File: src/rtl/mac_node_serial.sv
// mac_node_serial: serial MAC neuron (weights x activations + bias, rescale, saturate, ReLU); MAC_NODE_LEAKY_RELU_EN selects leaky ReLU
module mac_node_serial #(
    parameter int WIDTH     = 16,
    parameter int FRAC_BITS = 8,
    parameter int N_INPUTS  = 10,
    parameter int AW        = $clog2(N_INPUTS + 1)
) (
    input  logic                    clk,
    input  logic                    reset,
    input  logic                    in_valid,
    output logic                    in_ready,
    input  logic signed [WIDTH-1:0] in_data,
    input  logic                    w_we,
    input  logic [AW-1:0]           w_addr,
    input  logic signed [WIDTH-1:0] w_data,
    output logic                    out_valid,
    input  logic                    out_ready,
    output logic signed [WIDTH-1:0] out_data
);
    localparam int ACC_W = 2*WIDTH + $clog2(N_INPUTS + 1);
    localparam logic signed [ACC_W-1:0] MAXV = {{(ACC_W-WIDTH+1){1'b0}}, {(WIDTH-1){1'b1}}};
    localparam logic signed [ACC_W-1:0] MINV = {{(ACC_W-WIDTH+1){1'b1}}, {(WIDTH-1){1'b0}}};
    typedef enum logic {ACC, OUT} state_t;
    state_t state;
    logic [AW-1:0] cnt;
    logic signed [ACC_W-1:0] acc, base, sum, r;
    logic signed [WIDTH-1:0] w [0:N_INPUTS];
    logic signed [WIDTH-1:0] sat, act;
    logic last;
    // the first beat of a vector starts from the bias as it stands now, so a bias written before beat 0 applies to this vector
    assign base = (cnt == '0) ? (ACC_W'(w[N_INPUTS]) <<< FRAC_BITS) : acc;
    assign sum = base + ACC_W'(in_data) * ACC_W'(w[cnt]);
    assign r = sum >>> FRAC_BITS;
    assign sat = (r > MAXV) ? {1'b0, {(WIDTH-1){1'b1}}} : (r < MINV) ? {1'b1, {(WIDTH-1){1'b0}}} : r[WIDTH-1:0];
`ifdef MAC_NODE_LEAKY_RELU_EN
    assign act = sat[WIDTH-1] ? (sat >>> 3) : sat;
`else
    assign act = sat[WIDTH-1] ? '0 : sat;
`endif
    assign last = (cnt == AW'(N_INPUTS - 1));
    assign in_ready = (state == ACC);
    assign out_valid = (state == OUT);
    // accumulate beats, latch the activated result on the last beat, hold it until accepted
    always_ff @(posedge clk or negedge reset) begin
        if (!reset) begin
            state    <= ACC;
            cnt      <= '0;
            acc      <= '0;
            out_data <= '0;
        end else if (state == ACC) begin
            if (in_valid) begin
                acc <= sum;
                cnt <= last ? '0 : cnt + AW'(1);
                if (last) begin
                    state    <= OUT;
                    out_data <= act;
                end
            end
        end else if (out_ready) begin
            state <= ACC;
        end
    end
    // weight/bias file; out-of-range addresses are dropped
    always_ff @(posedge clk or negedge reset) begin
        if (!reset) begin
            for (int i = 0; i <= N_INPUTS; i++) w[i] <= '0;
        end else if (w_we && w_addr <= AW'(N_INPUTS)) begin
            w[w_addr] <= w_data;
        end
    end
endmodule

File: config.mk
export PLATFORM = sky130hd
export DESIGN_NAME = mac_node_serial
export DESIGN_NICKNAME = d
export VERILOG_FILES = /design/src/rtl/mac_node_serial.sv
export SDC_FILE = /design/constraint.sdc
export NUM_CORES = 1
export LEC_CHECK = 0
export BUFFER_PORTS_ARGS = -buffer_cell sky130_fd_sc_hd__buf_2
export CELL_PAD_IN_SITES_DETAIL_PLACEMENT = 1
export CELL_PAD_IN_SITES_GLOBAL_PLACEMENT = 1
export CORE_MARGIN = 4
export CORE_UTILIZATION = 40
export CTS_CLUSTER_SIZE = 8
export DETAILED_ROUTE_END_ITERATION = 16
export PLACE_DENSITY_LB_ADDON = 0.15
export REMOVE_ABC_BUFFERS = 1
export SYNTH_ARGS = -nofsm -noshare
export SYNTH_HDL_FRONTEND = slang
export SYNTH_SLANG_ARGS = --single-unit
File: constraint.sdc
create_clock -name clk -period 9.95 [get_ports clk]
set_input_delay 0.995 -clock clk [delete_from_list [all_inputs] [get_ports clk]]
set_output_delay 0.995 -clock clk [all_outputs]
set_load 0.02 [all_outputs]
* After elaboration in Yosys (flattened, before gate mapping)
Index checks and enable logic that the tools add are counted.
W data, S select, Z words.
** Cells by class
- Bitwise gates (word level) :: 3
- Muxes and demuxes :: 15
- Reduce and logical (&&, ||, !) cells :: 5
- Add/subtract/negate cells :: 2
- Equality and inequality tests :: 1
- $lt $le $gt $ge :: 6
- Multiply operators :: 1
** Operators with widths (number)
- $bwmux W176 :: 1
- $mux W16 :: 5
- $bmux W16 S4 :: 1
- $demux W16 S4 :: 1
- $add A36 B32 Y36 :: 1
- $mux W36 :: 1
- $mul A16 B16 Y32 :: 1
- $gt A28 B16 Y1 const B :: 1
- $lt A28 B16 Y1 const B :: 1
- $mux W15 :: 1
- $ge A5 B5 Y1 const B :: 2
- $not A4 Y5 :: 2
- $lt A5 B1 Y1 const B :: 1
- $add A4 B1 Y4 const B :: 1
- $eq A4 B4 Y1 const B :: 1
- $le A4 B4 Y1 const B :: 1
- $logic_not A4 Y1 :: 1
- $mux W1 :: 4
- $mux W4 :: 1
- $reduce_and A3 Y1 :: 1
- $logic_and A1 B1 Y1 :: 2
- $reduce_and A2 Y1 :: 1
- $not A1 Y1 :: 1
** Storage, ports and cells
- Input port bits :: 41
- Output and inout port bits :: 18
- Register bits :: 233
- Word-level logic and storage cells :: 48

* Logic depth before layout (Yosys ltp)
- Depth after elaboration :: 10
- Depth in mapped cells :: 32
- Depth with buffers taken out :: 26

* Least setup slack after synthesis
Ideal clock, no wire load.
- Path kind :: register to register
- Start point :: register cnt[0]
- End point :: register out_data[0]
- Stages on the path, launching flop included :: 29
- Data required time :: 9809 ps
- Slack :: 1800 ps
- Clock period less this slack :: 8150 ps
- Path buffers :: 6
- Arrival time :: 8009 ps
- Setup time :: 141 ps
- Path through :: dfrtp_1 > buf_2 > buf_2 > buf_2 > mux4_2 > nor2_1 > nor3_1 > a21oi_1 > clkbuf_1 > nor2_1 > fa_1 > fa_1 > fa_1 > fa_1 > fa_1 > inv_1 > fa_1 > inv_1 > ha_1 > buf_2 > a21o_1 > a21o_1 > a211oi_2 > a211oi_2 > o31a_1 > or3_4 > a2111oi_4 > buf_6 > a31oi_1
** Between the ends
- Longest elaborated chain between the ends :: 10
- Elaborated cells between the ends (all ways) :: 15
- Classes of those cells :: add/sub: 1; mul: 1; order compare: 2; eq/ne: 1; mux: 7; bitwise: 1; reduce/logical: 2
** Ends and longest elaborated chain
- from (decl) :: line 25 : logic [AW-1:0] cnt;
- from (signal assigned) :: line 53 : cnt <= last ? '0 : cnt + AW'(1);
- $not A4 Y5 (implied by the code) :: line 32 : assign sum = base + ACC_W'(in_data) * ACC_W'(w[cnt]);
- $bmux W16 S4 :: line 32
- $mux W16 (implied by the code) (2 in a row) :: line 32
- $mul A16 B16 Y32 :: line 32
- $add A36 B32 Y36 :: line 32
- $lt A28 B16 Y1 :: line 34 : assign sat = (r > MAXV) ? {1'b0, {(WIDTH-1){1'b1}}} : (r < MINV) ? {1'b1, {(WIDTH-1){1'b0}}} : r[WIDTH-1:0];
- $mux W16 (2 in a row) :: line 34
- $mux W15 :: line 38 : assign act = sat[WIDTH-1] ? '0 : sat;
- to (signal assigned) :: line 56 : out_data <= act;
- to (decl) :: line 18 : output logic signed [WIDTH-1:0] out_data
Parallel ways exist; a longest one is shown, timed or not. The select of a mux whose other input is x is not followed.
A chain may end at the register's enable or synchronous reset.

* Worst setup path after layout
- Start point :: register cnt[0]
- End point :: register out_data[11]
The elaborated chain is that of the path after synthesis.

==> flow_summary.json <==
{
  "status": "completed",
  "fillCellCount": 6301,
  "grt_start_max_net_pins": 112,
  "synth-edff-count": 0,
  "start_util_pct": 40.3,
  "drv_slew": 0,
  "port_buffers": 57,
  "final_util_pct": 43.9,
  "relSlewSlack_pct": 16.6,
  "ff_latch_area_um2": 5810,
  "layout-drive-gt1-share_pct": 17.8,
  "min_delay_worst_endpoint": "acc[2]",
  "ys_ff_latch": 232,
  "post-cts-setup-buffers": 0,
  "grt_pass1_wl_um": 102000,
  "io-pin-count": 59,
  "tightest_slew_ps": 1250,
  "hold_buffers": 0,
  "grt_usage_pct": 21.5,
  "synth_area_um2": 22700,
  "hp-start": "acc[2]",
  "root_buffer": "clkbuf_16",
  "r2r-start": "cnt[0]",
  "rows": 87,
  "dr.pass1.iters": 4,
  "critical_path.max_fanout": 16,
  "routedWlPerCell_um": 21.4,
  "hold_path_class": "flop to flop",
  "ant_nets": 0,
  "ys.flop_type": "dfrtp_1",
  "die_h_um": 246,
  "post-dp-hpwl_um": 48400,
  "clock_path_buffers": 3,
  "syn_inst": 2166,
  "critPathBufInv": 3,
  "die_width_um": 246,
  "antenna_found_initial": 0,
  "crit_top_cell": "fa_1",
  "cp-start-kind": "flop",
  "place_congestion": 0.828,
  "period_minus_slack_ps": 9230,
  "worstReg2RegEnd": "out_data[11]",
  "crit_required_ps": 10360,
  "drc": 0,
  "rrSetupSlack_ps": 720,
  "cts.htree.levels": 2,
  "overflow": 0,
  "clk_pin_slew_worst_paths_ps": 50,
  "grt_pass1_vias": 17500,
  "rsz0062_at_grt": "false",
  "layout_common_cells": "inv_1 (371), fa_1 (314), nand2_1 (232)",
  "synth-seq-area-share_pct": 25.5,
  "clock-sinks": 232,
  "path_cells": "mux2_2, a221o_1, o21ai_0, o21ai_1, nand2_1, fa_1, fa_1, inv_1, fa_1, fa_1, fa_1, inv_1, fa_1, inv_1, ha_1, a21oi_1, a21boi_0, a311o_1, nand3_1, a31oi_1, xnor2_1, nor2_1, a41oi_1",
  "cpPeakStageDelay_ps": 930,
  "wirelength_um": 62800,
  "multi_input_comb_area_um2": 15100,
  "via_per_inst": 5.29,
  "vias": 15500,
  "maxCapViolations": 0,
  "final_common_cell": "inv_1",
  "synth.distinct_cells": 66,
  "period_share_pct": 92.8,
  "core_area_um2": 56400,
  "hold_viol_final": 0,
  "fin_skew_ps": 18.6,
  "clock_latency_ps": 500,
  "cp.depth": 23,
  "r2r_cells": 23,
  "drtIter0Drc": 640,
  "cts_resized": 0,
  "cts_tree": "built",
  "cts-buffers-inserted": 35,
  "timing_worst_setup_path_type": "flop to flop",
  "syn2layout_area_growth_pct": 8.96,
  "num_antenna_cells": 0,
  "ys_async_sr_fraction_pct": 100,
  "end_kind": "flop",
  "max_freq_ghz": 0.108,
  "slowest_stage": "o21ai_1",
  "final-setup-viol-count": 0,
  "fin_tns_setup_ps": 0,
  "syn_avg_cell_area_um2": 10.5,
  "worstPathArrival_ps": 9640,
  "nets": 2641,
  "hold_depth": 2,
  "yosys_warnings": 0,
  "dieArea_um2": 60700,
  "crit_family": "adder cells"
}
## layer usage
| metal | vias up | GRT usage [%] | routed length [um] |
|---|---|---|---|
| met2 | 230 | 35.1 | 29700 |
| li1 | 6924 | - | - |
| met5 | - | 0 | 0 |
| met1 | 8324 | 31.6 | 30000 |
| met4 | 0 | 4.51 | 1310 |
| met3 | 69 | 1.68 | 1700 |
## flip-flops by register name, indices dropped and copies added (netlist names)
| signal | flops |
|---|---|
| acc | 36 |
| out_data | 15 |
| cnt | 4 |
| out_valid | 1 |
| w | 176 |
## cell type report
| type | count | share of cell area, % |
|---|---|---|
| Inverter | 373 | 5.65 |
| Timing Repair Buffer | 97 | 2.45 |
| Clock inverter | 2 | 0.0404 |
| Multi-Input combinational cell | 1440 | 60.8 |
| Sequential cell | 232 | 23.4 |
| Tap cell | 756 | 3.82 |
| Clock buffer | 39 | 3.81 |
## worst reg2reg max path, stage by stage (launching register included)
cell      delay, ps
dfrtp_2         710
mux2_2          260
a221o_1         150
o21ai_0          80
o21ai_1         930
nand2_1         280
fa_1            630
fa_1            740
inv_1           200
fa_1            540
fa_1            440
fa_1            550
inv_1            60
fa_1            540
inv_1            40
ha_1            410
a21oi_1         240
a21boi_0        110
a311o_1         400
nand3_1         190
a31oi_1         120
xnor2_1         920
nor2_1          290
a41oi_1         310
## cell usage after synthesis, types with 3 or more instances
master / n / area share, %
buf_1: 4 / 0.066
nand3_1: 8 / 0.18
nor2b_1: 21 / 0.58
nor3b_1: 12 / 0.40
or2_2: 4 / 0.11
and3_1: 4 / 0.11
clkbuf_1: 103 / 1.7
dfrtp_1: 232 / 26
a21boi_0: 4 / 0.13
a21o_1: 24 / 0.79
mux2_2: 194 / 9.6
o21ai_1: 5 / 0.11
inv_1: 371 / 6.1
a21oi_1: 39 / 0.86
nor3_1: 7 / 0.15
and4_1: 3 / 0.12
a41oi_1: 5 / 0.19
or3_1: 4 / 0.11
a31o_2: 3 / 0.12
a221o_1: 14 / 0.62
ha_1: 107 / 5.9
a31oi_1: 29 / 0.80
mux4_2: 32 / 3.2
o21bai_1: 4 / 0.13
xor2_1: 15 / 0.58
fa_1: 314 / 28
buf_2: 10 / 0.22
xnor2_1: 22 / 0.85
a211oi_1: 6 / 0.20
a211oi_2: 6 / 0.33
nand3b_1: 4 / 0.13
nand2_1: 233 / 3.8
nand4_1: 6 / 0.17
o21ai_0: 68 / 1.5
nand2b_1: 8 / 0.22
o21a_1: 3 / 0.099
o211ai_1: 10 / 0.33
nor2_1: 39 / 0.64
and2_1: 153 / 4.2
## kinds of logic after synthesis
| logic type | share of synthesized area (%) |
|---|---|
| DFF | 25.5 |
| and+or+nand+nor | 11.2 |
| AOI/OAI and AO/OA | 7.10 |
| adders and majority gates | 33.5 |
| xor gates and xnor gates | 1.42 |
| muxes | 12.9 |
| buffers and inverters | 8.31 |
| other | 0.0165 |
## per-stage QoR
step                cells  cell area [um2]  hold slack, ps  setup WS [ps]
floorplan            2045            22300             437            291
global placement     2898            23800             456            979
detailed placement   2898            23800             459            757
CTS                  2939            24800             472            705
global route         2939            24800             501           52.1
finish               2939            24800             466            718
## worst max path at each step
stage / start / to / slack, ps
final: cnt[0] / out_data[11] / 720
after global routing: cnt[0] / out_data[13] / 50
after CTS: cnt[0] / out_data[7] / 710
after detailed placement: cnt[0] / out_data[7] / 760
after global placement: cnt[0] / out_data[8] / 980
after floorplan: cnt[0] / out_data[11] / 290
Power is not shown: default switching activity piles up to over one toggle a cycle in this logic, so the estimate is an artifact.
